--- src/rtl/sound_event_sequencer_if.sv ---
// Request/tone bus between the game logic and the sound event sequencer.
// The master raises requests and mute. The slave returns the note divisors and status.
interface sound_event_sequencer_if;
  logic        ev_jump;
  logic        ev_score;
  logic        ev_over;
  logic        mute;
  logic [21:0] note_div_left;
  logic [21:0] note_div_right;
  logic [1:0]  active_src;
  logic        busy;
  logic        done;

  modport master (
    output ev_jump, ev_score, ev_over, mute,
    input  note_div_left, note_div_right, active_src, busy, done
  );

  modport slave (
    input  ev_jump, ev_score, ev_over, mute,
    output note_div_left, note_div_right, active_src, busy, done
  );
endinterface

--- src/rtl/sound_event_sequencer.sv ---
// Arbitrates jump/score/game-over sound requests and plays each source's note pattern.
// The design drives note_gen divisors, paces beats with a prescaler, and separates sequences with an optional gap.
module sound_event_sequencer #(
  parameter int unsigned CLK_HZ      = 100_000_000,
  parameter int unsigned BEAT_CYCLES = 12_500_000,
  parameter int unsigned GAP_BEATS   = 1
) (
  input  logic                 clk,
  input  logic                 rst_n,
  sound_event_sequencer_if.slave bus
);
  localparam logic [21:0] SIL    = 22'd1;
  localparam logic [21:0] DIV_C3 = 22'(CLK_HZ / (2 * 262));
  localparam logic [21:0] DIV_C4 = 22'(CLK_HZ / (2 * 524));
  localparam logic [21:0] DIV_E4 = 22'(CLK_HZ / (2 * 660));
  localparam logic [21:0] DIV_G4 = 22'(CLK_HZ / (2 * 784));

  localparam int unsigned   PW       = (BEAT_CYCLES > 2) ? $clog2(BEAT_CYCLES) : 1;
  localparam logic [PW-1:0] PRE_LAST = PW'(BEAT_CYCLES - 1);
  localparam int unsigned   GW       = (GAP_BEATS > 2) ? $clog2(GAP_BEATS) : 1;
  localparam logic [GW-1:0] GAP_LAST = GW'(GAP_BEATS - 1);

  typedef enum logic [1:0] {IDLE, PLAY, GAP} state_t;

  state_t        state, state_n;
  logic [1:0]    src, src_n;
  logic [1:0]    step, step_n;
  logic [1:0]    beat, beat_n;
  logic [PW-1:0] pre, pre_n;
  logic [GW-1:0] gap, gap_n;
  logic [2:0]    pend, pend_n;
  logic          done_q, done_n;
  logic          busy_q;
  logic [21:0]   div_l, div_l_n;
  logic [21:0]   div_r, div_r_n;

  logic [2:0] ev, req;
  logic [1:0] hi_ev, hi_req, start_src;
  logic       tick, start;

  function automatic logic [1:0] top_src(input logic [2:0] v);
    if (v[2])      return 2'd3;
    else if (v[1]) return 2'd2;
    else if (v[0]) return 2'd1;
    else           return 2'd0;
  endfunction

  function automatic logic [2:0] src_bit(input logic [1:0] s);
    case (s)
      2'd1:    return 3'b001;
      2'd2:    return 3'b010;
      2'd3:    return 3'b100;
      default: return 3'b000;
    endcase
  endfunction

  function automatic logic [1:0] last_step(input logic [1:0] s);
    case (s)
      2'd2:    return 2'd1;
      2'd3:    return 2'd3;
      default: return 2'd0;
    endcase
  endfunction

  // Index of the final beat within a step. Only score's first note is a single beat.
  function automatic logic [1:0] last_beat(input logic [1:0] s, input logic [1:0] st);
    if (s == 2'd2) return (st == 2'd0) ? 2'd0 : 2'd2;
    return 2'd1;
  endfunction

  function automatic logic [21:0] step_div(input logic [1:0] s, input logic [1:0] st);
    case (s)
      2'd2: return (st == 2'd0) ? DIV_C4 : DIV_G4;
      2'd3: begin
        case (st)
          2'd0:    return DIV_G4;
          2'd1:    return DIV_E4;
          2'd2:    return DIV_C4;
          default: return DIV_C3;
        endcase
      end
      default: return DIV_C4;
    endcase
  endfunction

  assign ev     = {bus.ev_over, bus.ev_score, bus.ev_jump};
  assign req    = pend | ev;
  assign hi_ev  = top_src(ev);
  assign hi_req = top_src(req);
  assign tick   = (pre == PRE_LAST);

  always_ff @(posedge clk or negedge rst_n) begin
    if (!rst_n) begin
      state  <= IDLE;
      src    <= '0;
      step   <= '0;
      beat   <= '0;
      pre    <= '0;
      gap    <= '0;
      pend   <= '0;
      done_q <= 1'b0;
      busy_q <= 1'b0;
      div_l  <= SIL;
      div_r  <= SIL;
    end else begin
      state  <= state_n;
      src    <= src_n;
      step   <= step_n;
      beat   <= beat_n;
      pre    <= pre_n;
      gap    <= gap_n;
      pend   <= pend_n;
      done_q <= done_n;
      busy_q <= (state_n != IDLE);
      div_l  <= div_l_n;
      div_r  <= div_r_n;
    end
  end

  always_comb begin
    state_n   = state;
    src_n     = src;
    step_n    = step;
    beat_n    = beat;
    gap_n     = gap;
    pend_n    = req;
    done_n    = 1'b0;
    start     = 1'b0;
    start_src = 2'd0;
    pre_n     = (state == IDLE || tick) ? '0 : pre + PW'(1);

    unique case (state)
      IDLE: begin
        if (ev != 3'b000) begin
          start     = 1'b1;
          start_src = hi_req;
        end
      end
      GAP: begin
        if (ev != 3'b000 || (tick && gap == GAP_LAST)) begin
          start     = 1'b1;
          start_src = hi_req;
        end else if (tick) begin
          gap_n = gap + GW'(1);
        end
      end
      PLAY: begin
        // Equal priority is a retrigger and higher is a preemption. Both restart cleanly without done.
        if (hi_ev != 2'd0 && hi_ev >= src) begin
          start     = 1'b1;
          start_src = hi_ev;
        end else if (tick) begin
          if (beat != last_beat(src, step)) begin
            beat_n = beat + 2'd1;
          end else if (step != last_step(src)) begin
            step_n = step + 2'd1;
            beat_n = '0;
          end else begin
            done_n = 1'b1;
            if (req == 3'b000) begin
              state_n = IDLE;
              src_n   = '0;
            end else if (GAP_BEATS == 0) begin
              start     = 1'b1;
              start_src = hi_req;
            end else begin
              state_n = GAP;
              src_n   = '0;
              gap_n   = '0;
              pre_n   = '0;
            end
          end
        end
      end
      default: state_n = IDLE;
    endcase

    if (start) begin
      state_n = PLAY;
      src_n   = start_src;
      step_n  = '0;
      beat_n  = '0;
      pre_n   = '0;
      pend_n  = req & ~src_bit(start_src);
    end

    div_l_n = SIL;
    div_r_n = SIL;
    if (state_n == PLAY) begin
      div_l_n = step_div(src_n, step_n);
      div_r_n = (src_n == 2'd3) ? {div_l_n[20:0], 1'b0} : div_l_n;
    end
  end

  always_comb begin
    bus.note_div_left  = bus.mute ? SIL : div_l;
    bus.note_div_right = bus.mute ? SIL : div_r;
    bus.active_src     = src;
    bus.busy           = busy_q;
    bus.done           = done_q;
  end
endmodule

--- src/flat_wrapper.sv ---
// flat-port wrapper written by rule: the top's interface ports become plain ports
module sound_event_sequencer_flat 
#(
  parameter int unsigned CLK_HZ      = 100_000_000,
  parameter int unsigned BEAT_CYCLES = 12_500_000,
  parameter int unsigned GAP_BEATS   = 1
)
  (clk, rst_n, bus_ev_jump, bus_ev_score, bus_ev_over, bus_mute, bus_note_div_left, bus_note_div_right, bus_active_src, bus_busy, bus_done);
  sound_event_sequencer_if bus_i ();
  input  logic clk;
  input  logic rst_n;
  input wire logic [$bits(bus_i.ev_jump)-1:0] bus_ev_jump;
  input wire logic [$bits(bus_i.ev_score)-1:0] bus_ev_score;
  input wire logic [$bits(bus_i.ev_over)-1:0] bus_ev_over;
  input wire logic [$bits(bus_i.mute)-1:0] bus_mute;
  output wire logic [$bits(bus_i.note_div_left)-1:0] bus_note_div_left;
  output wire logic [$bits(bus_i.note_div_right)-1:0] bus_note_div_right;
  output wire logic [$bits(bus_i.active_src)-1:0] bus_active_src;
  output wire logic [$bits(bus_i.busy)-1:0] bus_busy;
  output wire logic [$bits(bus_i.done)-1:0] bus_done;
  assign bus_i.ev_jump = bus_ev_jump;
  assign bus_i.ev_score = bus_ev_score;
  assign bus_i.ev_over = bus_ev_over;
  assign bus_i.mute = bus_mute;
  assign bus_note_div_left = bus_i.note_div_left;
  assign bus_note_div_right = bus_i.note_div_right;
  assign bus_active_src = bus_i.active_src;
  assign bus_busy = bus_i.busy;
  assign bus_done = bus_i.done;
  sound_event_sequencer #(.CLK_HZ(CLK_HZ), .BEAT_CYCLES(BEAT_CYCLES), .GAP_BEATS(GAP_BEATS)) u_core (.clk(clk), .rst_n(rst_n), .bus(bus_i));
endmodule
--- config.mk ---
export PLATFORM = sky130hd
export DESIGN_NAME = sound_event_sequencer_flat
export DESIGN_NICKNAME = d
export VERILOG_FILES = /design/src/rtl/sound_event_sequencer_if.sv /design/src/rtl/sound_event_sequencer.sv /design/src/flat_wrapper.sv
export SDC_FILE = /design/constraint.sdc
export NUM_CORES = 1
export LEC_CHECK = 0
export CORE_UTILIZATION = 35
export CTS_CLUSTER_DIAMETER = 200
export CTS_CLUSTER_SIZE = 12
export DETAILED_ROUTE_END_ITERATION = 10
export PLACE_DENSITY = 0.62
export SLEW_MARGIN = 5
export SYNTH_ARGS = -nofsm -noshare
export SYNTH_HDL_FRONTEND = slang
export SYNTH_SLANG_ARGS = --single-unit
--- constraint.sdc ---
create_clock -name clk -period 4 [get_ports clk]
set_input_delay 0.6 -clock clk [delete_from_list [all_inputs] [get_ports clk]]
set_output_delay 0.6 -clock clk [all_outputs]
set_load 0.01 [all_outputs]
==> flow_summary.json <==
{
  "status": "complete, no violations",
  "synthesis.area_um2": 3540,
  "core_area_um2": 9774,
  "crit_arrival_ns": 3.68,
  "numCtsBuffers": 9,
  "period_share_pct": 86.93,
  "syn_area_per_cell_um2": 10.14,
  "hold_violations": 0,
  "setup_viol": 0,
  "synth_ff_type": "dfrtp_1",
  "clock-root-buffer": "clkbuf_8",
  "synth-edff-count": 0,
  "globalplace.congestion": 0.8493,
  "dp_hpwl_um": 5116,
  "fin_area_um2": 4354,
  "top_layer_used": "met4",
  "max_cap_viol_count": 0,
  "clk_pin_slew_ns": 0.08,
  "powerDensity_nw_per_um2": 522.0,
  "overflow": 0,
  "crit_fanout": 7,
  "via_count": 2615,
  "avgViaCountPerCell": 4.888,
  "crit_required_ns": 4.21,
  "fmax_ghz": 0.2876,
  "dpl_cell_area_um2": 4100,
  "port_buffers": 45,
  "start_util_pct": 36.21,
  "synthArstFlopShare_pct": 100.0,
  "syn_inst": 349,
  "seq_power_share_pct": 36.2,
  "synth-compound-area-share_pct": 13.40,
  "start_kind": "primary input",
  "path_class": "primary input to flip-flop",
  "met3_wirelength_um": 272,
  "p_comb_share_pct": 32.9,
  "cts_sinks": 66,
  "skew_ns": 0.01146,
  "power_switching_uw": 763.3,
  "rsz0062_at_grt": "false",
  "slew_headroom_pct": 42.20,
  "dieArea_um2": 10520,
  "ir_worst_vdd_uv": 315.8,
  "synthTopCellsByCount": "dfrtp_1 (65), nor2_1 (39), nor2b_1 (36), buf_4 (16)",
  "synth-simple-area-share_pct": 24.57,
  "max_stage_delay_ns": 0.43,
  "crit_chain": "clkdlybuf4s50_1, or2_2, ha_1, nand2b_1, a211oi_2, o2111ai_1, o31a_1, o21a_2, inv_2, ha_1, inv_1, nor3_2, a2111oi_1",
  "antenna_found_initial": 0,
  "yosysMostFrequentCell": "dfrtp_1",
  "yosysSeqAreaShare_pct": 46.69,
  "grt_max_degree": 39,
  "clockPowerShare_pct": 30.9,
  "drtIter0Drc": 130,
  "cts_tree": "yes",
  "die_h_um": 102.6,
  "drt-met1-wl_um": 3308,
  "clock_path_buffers": 2,
  "hold_path.class": "primary input to asynchronous set/reset pin",
  "cpLargestDelayFamily": "compound AO/OA/AOI/OAI gates",
  "synthAdderAreaFrac_pct": 2.828,
  "grt_pass1_wl_um": 12250,
  "top_level_ports": 54,
  "worst-slew-pin-transition_ns": 0.8643,
  "final_antenna_net_count": 0,
  "drc": 0,
  "path_buf_inv": 3,
  "diodes": 0,
  "yosysWarnings": 0,
  "cp-end-kind": "flip-flop",
  "synth_top_cell_by_area": "dfrtp_1",
  "grt_pass1_vias": 2527,
  "reg2reg_depth": 10,
  "muxShareOfSynthArea_pct": 0.2828,
  "slowest_stage": "nor3_2",
  "holdWs_ns": 0.3527,
  "grt_usage_pct": 15.28,
  "post-cts-setup-buffer-count": 0,
  "yosysTopAreaCellShare_pct": 45.95,
  "crit_path_frequent_cell": "ha_1",
  "wl_per_cell_um": 13.55,
  "synth-seq-cells": 66,
  "synth_top_family_by_area": "simple AND/OR/NAND/NOR gates",
  "synth-xor-area-share_pct": 5.938,
  "first_pass_iters": 4,
  "synth_cell_types": 57,
  "syn2layout_area_growth_pct": 23.01,
  "drt_wl_total_um": 7248,
  "finalSetupTns_ns": 0,
  "p_sw_share_pct": 33.59,
  "final_core_util_pct": 44.55,
  "clk_latency_ns": 0.35,
  "rows": 36,
  "fin_crit_ns": 3.477,
  "leakage_nw": 1.719,
  "finalPower_mw": 2.273,
  "dr_wl_met2_um": 3558,
  "r2r_slack_ns": 0.69,
  "crit_cells": 13,
  "die_w_um": 102.6,
  "layout.nets": 411,
  "cts_max_level": 3,
  "yosys-top-cells-area": "dfrtp_1 (46%), nor2b_1 (6.4%), nor2_1 (4.1%), buf_4 (3.4%), xnor2_1 (3.0%)",
  "p_int_mw": 1.509,
  "drive_gt1_share_pct": 13.43,
  "report.final.slew_viol_count": 0
}
[worst reg2reg max path: stages (launching register included)]
cell       delay, ns
dfrtp_1         0.46
or4b_4          0.59
nor4_4          0.33
o2111ai_1       0.25
o31a_1          0.30
o21a_2          0.27
inv_2           0.10
ha_1            0.24
inv_1           0.09
nor3_2          0.43
a2111oi_1       0.11
[path summary, 6_finish.rpt]
| kind | startpoint | end |
|---|---|---|
| worst min-delay path | rst_n | u_core.pre[18] |
| worst max register to register | u_core.pre[5] | u_core.div_l[15] |
| min in group clk | u_core.pre[0] | u_core.pre[0] |
| max in group asynchronous | rst_n | u_core.beat[1] |
| worst max-delay path | bus_ev_score | u_core.div_l[15] |
| worst min register to register | u_core.pre[0] | u_core.pre[0] |
[kinds of logic after synthesis]
logic type / after synthesis
flip-flops: 66
adder cells (fa/ha/maj): 8
multiplexers: 1
other: 2
buffers and inverters: 40
AO/OA/AOI/OAI: 60
XOR/XNOR: 24
AND/OR/NAND/NOR: 148
[power groups by stage]
stage | combinational, mW | sequential (mW) | clock (mW)
2_1_floorplan | 0.504 | 0.819 | 0
3_3_place_gp | 0.736 | 0.838 | 0
3_5_place_dp | 0.749 | 0.838 | 0
4_1_cts | 0.752 | 0.825 | 0.720
5_1_grt | 0.834 | 0.834 | 0.748
6_report | 0.748 | 0.823 | 0.702
[layout make-up]
type,instances,area [um2]
Fill cell,959,5420
Inverter,15,58.81
Tap cell,133,166.4
Clock buffer,9,123.9
Timing Repair Buffer,56,528.0
Clock inverter,7,125.1
Sequential cell,66,1653
Multi-Input combinational cell,249,1699
[per-stage QoR]
stage | setup WS (ns) | instances
after floorplan | 0.5906 | 355
after global placement | 0.03104 | 519
after detailed placement | -0.06706 | 519
after CTS | 0.2982 | 535
after global routing | 0.2290 | 535
final | 0.5230 | 535
[cell usage in the layout (no fill, tap or decap), types with 4 or more instances in the layout]
| master | Yosys | final |
|---|---|---|
| nor4_1 | 6 | 6 |
| and2_1 | 4 | 4 |
| nor2_1 | 39 | 39 |
| a21boi_0 | 4 | 4 |
| nand3_1 | 9 | 9 |
| a21oi_1 | 12 | 12 |
| a211oi_1 | 5 | 5 |
| nand2_1 | 10 | 10 |
| clkbuf_8 | 0 | 9 |
| a2111oi_1 | 5 | 5 |
| nor3_1 | 7 | 6 |
| clkdlybuf4s50_1 | 0 | 44 |
| nand4_1 | 7 | 7 |
| dfrtp_1 | 65 | 65 |
| nand2b_1 | 8 | 8 |
| inv_1 | 12 | 12 |
| ha_1 | 8 | 8 |
| nor2b_1 | 36 | 36 |
| buf_4 | 16 | 11 |
| xnor2_1 | 12 | 12 |
| xor2_1 | 12 | 12 |
| o21ai_0 | 7 | 7 |
| conb_1 | 2 | 8 |
[per-layer routing]
metal	up-vias	global-route usage, %
met5	-	0
met4	0	4.835
met1	1259	19.06
met2	58	25.44
li1	1291	-
met3	7	4.542
[flip-flops by register name, indices dropped and copies added (netlist names)]
name / count
u_core.beat: 2
u_core.bus.active_src: 2
u_core.bus.busy: 1
u_core.bus.done: 1
u_core.div_l: 11
u_core.div_r: 17
u_core.gap: 1
u_core.pend: 3
u_core.pre: 24
u_core.state: 2
u_core.step: 2
[timing repair]
action / in CTS / in global routing
hold buffers: 0 / 0
endpoints found under the hold margin: 0 / 0
resized for setup: 0 / 1
setup endpoints to repair: 0 / 4
Power figures use the tool's default switching activity.
